==> config.mk <==
export PLATFORM = sky130hd
export DESIGN_NAME = icache_refill_ctrl
export DESIGN_NICKNAME = d
export VERILOG_FILES = /design/src/rtl/icache_refill_ctrl.sv
export SDC_FILE = /design/constraint.sdc
export NUM_CORES = 1
export LEC_CHECK = 0
export BUFFER_PORTS_ARGS = -buffer_cell sky130_fd_sc_hd__buf_2
export CAP_MARGIN = 20
export CORE_MARGIN = 8
export CORE_UTILIZATION = 50
export CTS_CLUSTER_DIAMETER = 50
export DETAILED_ROUTE_END_ITERATION = 8
export GPL_ROUTABILITY_DRIVEN = 0
export PLACE_DENSITY = 0.76
export SLEW_MARGIN = 10
export SYNTH_ARGS = -nofsm -noshare
export SYNTH_HDL_FRONTEND = slang
export SYNTH_SLANG_ARGS = --single-unit
==> constraint.sdc <==
create_clock -name Clk -period 15.1 [get_ports Clk]
set_clock_uncertainty 0.05 [all_clocks]
set_input_delay 0.755 -clock Clk [delete_from_list [all_inputs] [get_ports Clk]]
set_output_delay 0.755 -clock Clk [all_outputs]
set_load 0.05 [all_outputs]
==> src/rtl/icache_refill_ctrl.sv <==
// Two-way instruction cache refill controller: accepts a miss, bursts one line in
// from memory beat by beat, picks a victim way from valid/LRU state and writes it.
module icache_refill_ctrl #(
  parameter int INDEXW = 6,
  parameter int TAGW   = 21,
  parameter int BEATS  = 8
) (
  input  logic                  Clk,
  input  logic                  Rest,
  input  logic                  MissReq,
  input  logic [31:0]           MissAddr,
  output logic                  MissAck,
  input  logic                  CacheStateFluah,
  input  logic                  HitValid,
  input  logic [INDEXW-1:0]     HitIndex,
  input  logic                  HitWay,
  input  logic [INDEXW-1:0]     LookupIndex,
  output logic [1:0]            LookupValid,
  output logic                  MemReq,
  output logic [31:0]           MemAddr,
  input  logic                  MemGrant,
  input  logic                  MemBeat,
  input  logic [31:0]           MemData,
  output logic [1:0]            WayWe,
  output logic [INDEXW-1:0]     WrIndex,
  output logic [TAGW-1:0]       WrTag,
  output logic [32*BEATS-1:0]   WrLine,
  output logic                  RefillDone,
  output logic                  Busy
);

  localparam int SETS = 1 << INDEXW;
  localparam int CW   = $clog2(BEATS + 1);

  typedef enum logic [2:0] {IDLE, REQ, RECV, WRITE, DONE, DRAIN} state_t;

  state_t            state;
  state_t            state_nxt;
  logic [31:0]       addr;
  logic [CW-1:0]     cnt;
  logic [SETS-1:0]   valid0;
  logic [SETS-1:0]   valid1;
  logic [SETS-1:0]   lru;
  logic [INDEXW-1:0] idx;
  logic              victim;
  logic              last_beat;
  logic              wr_cycle;

  assign idx       = addr[5 +: INDEXW];
  assign last_beat = MemBeat && (cnt == CW'(BEATS - 1));
  assign wr_cycle  = (state == WRITE);

  // Fill invalid ways first (way0 before way1); otherwise LRU names the way to evict.
  always_comb begin
    victim = 1'b0;
    if (!valid0[idx])      victim = 1'b0;
    else if (!valid1[idx]) victim = 1'b1;
    else                   victim = lru[idx];
  end

  always_ff @(posedge Clk or posedge Rest) begin
    if (Rest) state <= IDLE;
    else      state <= state_nxt;
  end

  always_comb begin
    state_nxt = state;
    case (state)
      IDLE:    if (MissReq && !CacheStateFluah) state_nxt = REQ;
      REQ:     if (CacheStateFluah)             state_nxt = IDLE;
               else if (MemGrant)               state_nxt = RECV;
      RECV:    if (CacheStateFluah)             state_nxt = DRAIN;
               else if (last_beat)              state_nxt = WRITE;
      WRITE:                                    state_nxt = DONE;
      DONE:                                     state_nxt = IDLE;
      DRAIN:   if (cnt == CW'(BEATS))           state_nxt = IDLE;
      default:                                  state_nxt = IDLE;
    endcase
  end

  always_comb begin
    MissAck    = (state == IDLE) && MissReq && !CacheStateFluah && !Rest;
    MemReq     = (state == REQ);
    WayWe      = wr_cycle ? (victim ? 2'b10 : 2'b01) : 2'b00;
    RefillDone = (state == DONE);
    Busy       = (state != IDLE);
  end

  assign MemAddr     = {addr[31:5], 5'b0};
  assign WrIndex     = idx;
  assign WrTag       = addr[31 -: TAGW];
  assign LookupValid = {valid1[LookupIndex], valid0[LookupIndex]};

  // Beat counter keeps running in DRAIN so an abandoned burst is fully absorbed.
  always_ff @(posedge Clk or posedge Rest) begin
    if (Rest) begin
      addr   <= '0;
      cnt    <= '0;
      WrLine <= '0;
    end else begin
      if (MissAck) addr <= MissAddr;
      if (state == REQ && MemGrant)
        cnt <= '0;
      else if ((state == RECV || (state == DRAIN && cnt != CW'(BEATS))) && MemBeat)
        cnt <= cnt + CW'(1);
      if (state == RECV && MemBeat) begin
        for (int k = 0; k < BEATS; k++)
          if (cnt == CW'(k)) WrLine[k*32 +: 32] <= MemData;
      end
    end
  end

  // Flush beats a coincident line write; a refill write beats a hit update on its set.
  always_ff @(posedge Clk or posedge Rest) begin
    if (Rest) begin
      valid0 <= '0;
      valid1 <= '0;
      lru    <= '0;
    end else begin
      if (CacheStateFluah) begin
        valid0 <= '0;
        valid1 <= '0;
      end else if (wr_cycle) begin
        if (victim) valid1[idx] <= 1'b1;
        else        valid0[idx] <= 1'b1;
      end
      if (HitValid && !(wr_cycle && HitIndex == idx)) lru[HitIndex] <= ~HitWay;
      if (wr_cycle) lru[idx] <= ~victim;
    end
  end

endmodule
==> reports/results.txt <==
Fmax - 160.4 MHz
max_slew headroom - 22.23%
Syn. warnings - 0
full die area - 52380 um2
Initial DRT Pass Iterations - 6
drt wl/cell - 25.71 um
min-delay worst type - in2async
port bufs - 396
critical path launch point - addr[5]$_DFFE_PP0P_
core outline area - 45090 um2
Crit path max-delay family - buffers and inverters
Die Y - 228.9 um
DRT antenna net count - 0
clock-pin transition on the worst setup and hold timing paths - 0.06 ns
critical path type - reg2out
first-pass GRT wire length - 113.2 mm
Worst R2R Setup Slack - 10.47 ns
crit path max fanout - 56
clock period minus worst slack - 6.235 ns
final instance area - 26610 um2
critical path data arrival time - 5.43 ns
r2r endpoint - valid1[1]$_DFFE_PP0P_
clk sinks - 482
Leak - 13.15 nW
Buf/Inv on CP - 3
final total power - 0.004921 W
CTS root buffer - clkbuf_16
starting density of the core - 50.25%
crit path cell chain - buf_4 -> mux4_2 -> mux2_2 -> a221o_1 -> or3_1 -> or2_4 -> buf_4 -> a21boi_0 -> buf_2
most common cell in the netlist - dfrtp_1
dpl cells - 2754
Mean Syn Cell Area - 11.88 um2
Yosys top cell by area - dfrtp_1
Slew @ Worst Pin - 1.164 ns
wirelength, routed - 73.45 mm
final std cells w/o fill - 2857
top cells by area, synth - dfrtp_1, mux2_2, mux4_2
Detailed Place HPWL - 47.91 mm
Yosys top cell area share - 53.24%
status - complete, no violations
Std-Cell Rows - 78
initial antenna violation count - 6
Max Cap Viol - 0
vias in the first global route - 18630
R2R cell count - 8
maximum VDD drop - 0.0002093 V
Worst Setup Start Kind - register
Final Setup Violations - 0
largest net degree at the start of global routing - 191
CTS buffer count - 52
die width - 228.9 um
Most used DFF post-synth - dfrtp_1
asr flop ratio synth - 100.0%
Area growth, synth to finish - 17.44%
Comb power frac - 39.8%
Sw Share - 44.89%
post-synthesis sequential area ratio - 53.24%
Tcrit/Tclk final - 41.29%
CP peak stage delay - 0.81 ns
setup bufs post-CTS - 0
Cells after Synth - 1907
fin nets - 2300
fraction of power consumed by the clock network - 26.3%
aggregate global-route resource usage - 27.37%
#FFs+latches synth - 482
CP Capture Type - output pin
most frequent CP cell - buf_4
PostCTS Resize Cnt - 0
starting DRC count in detailed routing - 2132
vias - 17990
Worst Path Required - 14.30 ns
Netlist cell types - 60
Reg power frac - 33.9%
final hold vios - 0
vias per cell - 6.296
slowest CP cell - dfrtp_2
drc violations - 0
total gr overflow - 0
EDFF count, synth - 0
Reg2Reg Launch Point - addr[5]$_DFFE_PP0P_
RSZ-0062 raised after global routing - no
clk buf depth - 3
PwrDens - 185.0 nW/um2
Hold Buf Count CTS - 0
fin worst setup slack - 8.865 ns
Int Pwr - 0.002712 W
CTS tree - yes
H-tree depth - 2
setup TNS - 0 ns
Clock Latency Late Sink - 0.63 ns
Pins Over Slew Limit - 0
Place WS - 9.553 ns
most instantiated cells after synthesis - dfrtp_1, mux2_2, nor2_1
Post-DP Area - 24790 um2
io pins - 407
Synth Cell Area - 22660 um2
layout cells sized above 1 - 39.07%
Net Sw Power - 0.002209 W
## cell families (layout without fill, tap and decap cells)
family	count (synthesis)	count (layout)	share of synthesized area (%)
AND/OR/NAND/NOR	607	607	12.21
flip-flops	482	482	53.24
multiplexers	342	342	20.86
AO/OA/AOI/OAI	260	260	8.853
buffers and inverters	202	546	4.253
XOR/XNOR	9	9	0.3480
adder cells (fa/ha/maj)	4	4	0.2209
other	1	7	0.01655
## registers in the layout (all words and copies together), names as in the netlist
signal / cells
lru: 64
cnt: 4
addr: 27
valid0: 64
valid1: 64
state: 3
WrLine: 256
## final cells by class
cell class                      count  area (um2)
Multi-Input combinational cell   1227        9651
Inverter                           12       52.55
Tap cell                          600       750.7
Timing Repair Buffer              437        2322
Sequential cell                   482       12070
Clock inverter                     26       245.2
Antenna cell                        2       5.005
Clock buffer                       71        1514
Fill cell                        3616       18480
## power groups by stage
stage / Clock, W / Combinational [W] / Sequential (W)
after floorplan: 0 / 0.000973 / 0.00215
after global placement: 0 / 0.00190 / 0.00167
after detailed placement: 0 / 0.00192 / 0.00168
after CTS: 0.00131 / 0.00193 / 0.00167
after global routing: 0.00136 / 0.00203 / 0.00170
final: 0.00129 / 0.00196 / 0.00167
## per-stage QoR
stage / hold slack [ns] / utilization (%)
finish: 0.2413 / 59.01
global route: 0.2801 / 59.00
CTS: 0.2639 / 58.89
detailed placement: 0.4309 / 54.99
global placement: 0.4215 / 54.97
floorplan: 0.4159 / -
## worst max path at each step
stage               depth (start not counted)  slack, ns  endpoint
floorplan                                   4       0.72   MissAck
global route                                9       8.67  WayWe[0]
finish                                      9       8.86  WayWe[0]
global placement                            9       9.68  WayWe[0]
CTS                                         9       8.89  WayWe[0]
detailed placement                          9       9.55  WayWe[0]
## cells in the final DEF (no fill, tap or decap), types with 11 or more instances in the layout
| cell | netlist | layout |
|---|---|---|
| a32o_1 | 42 | 42 |
| nand3_1 | 48 | 48 |
| nand2_1 | 122 | 122 |
| clkinv_2 | 0 | 16 |
| o2111ai_1 | 11 | 11 |
| mux4_2 | 78 | 78 |
| nor3b_1 | 16 | 16 |
| dfrtp_1 | 482 | 479 |
| clkbuf_16 | 0 | 53 |
| buf_2 | 20 | 395 |
| nor3_1 | 134 | 134 |
| o21a_1 | 41 | 41 |
| o31ai_1 | 17 | 17 |
| a31oi_1 | 61 | 61 |
| mux2_2 | 262 | 262 |
| o21ai_0 | 13 | 13 |
| buf_4 | 34 | 39 |
| o2bb2ai_1 | 21 | 21 |
| nor2_1 | 227 | 227 |
| clkbuf_8 | 0 | 12 |
## layer usage
layer  vias to the layer above  part of all wire, %  global-route usage, %
met5                         -                0.072                      0
met4                         8                  5.2                  13.53
met3                       261                   13                  10.66
met2                      1183                   46                  42.91
met1                      8988                   36                  32.78
li1                       7549                    -                      -
(Power assumes the default switching activity.)
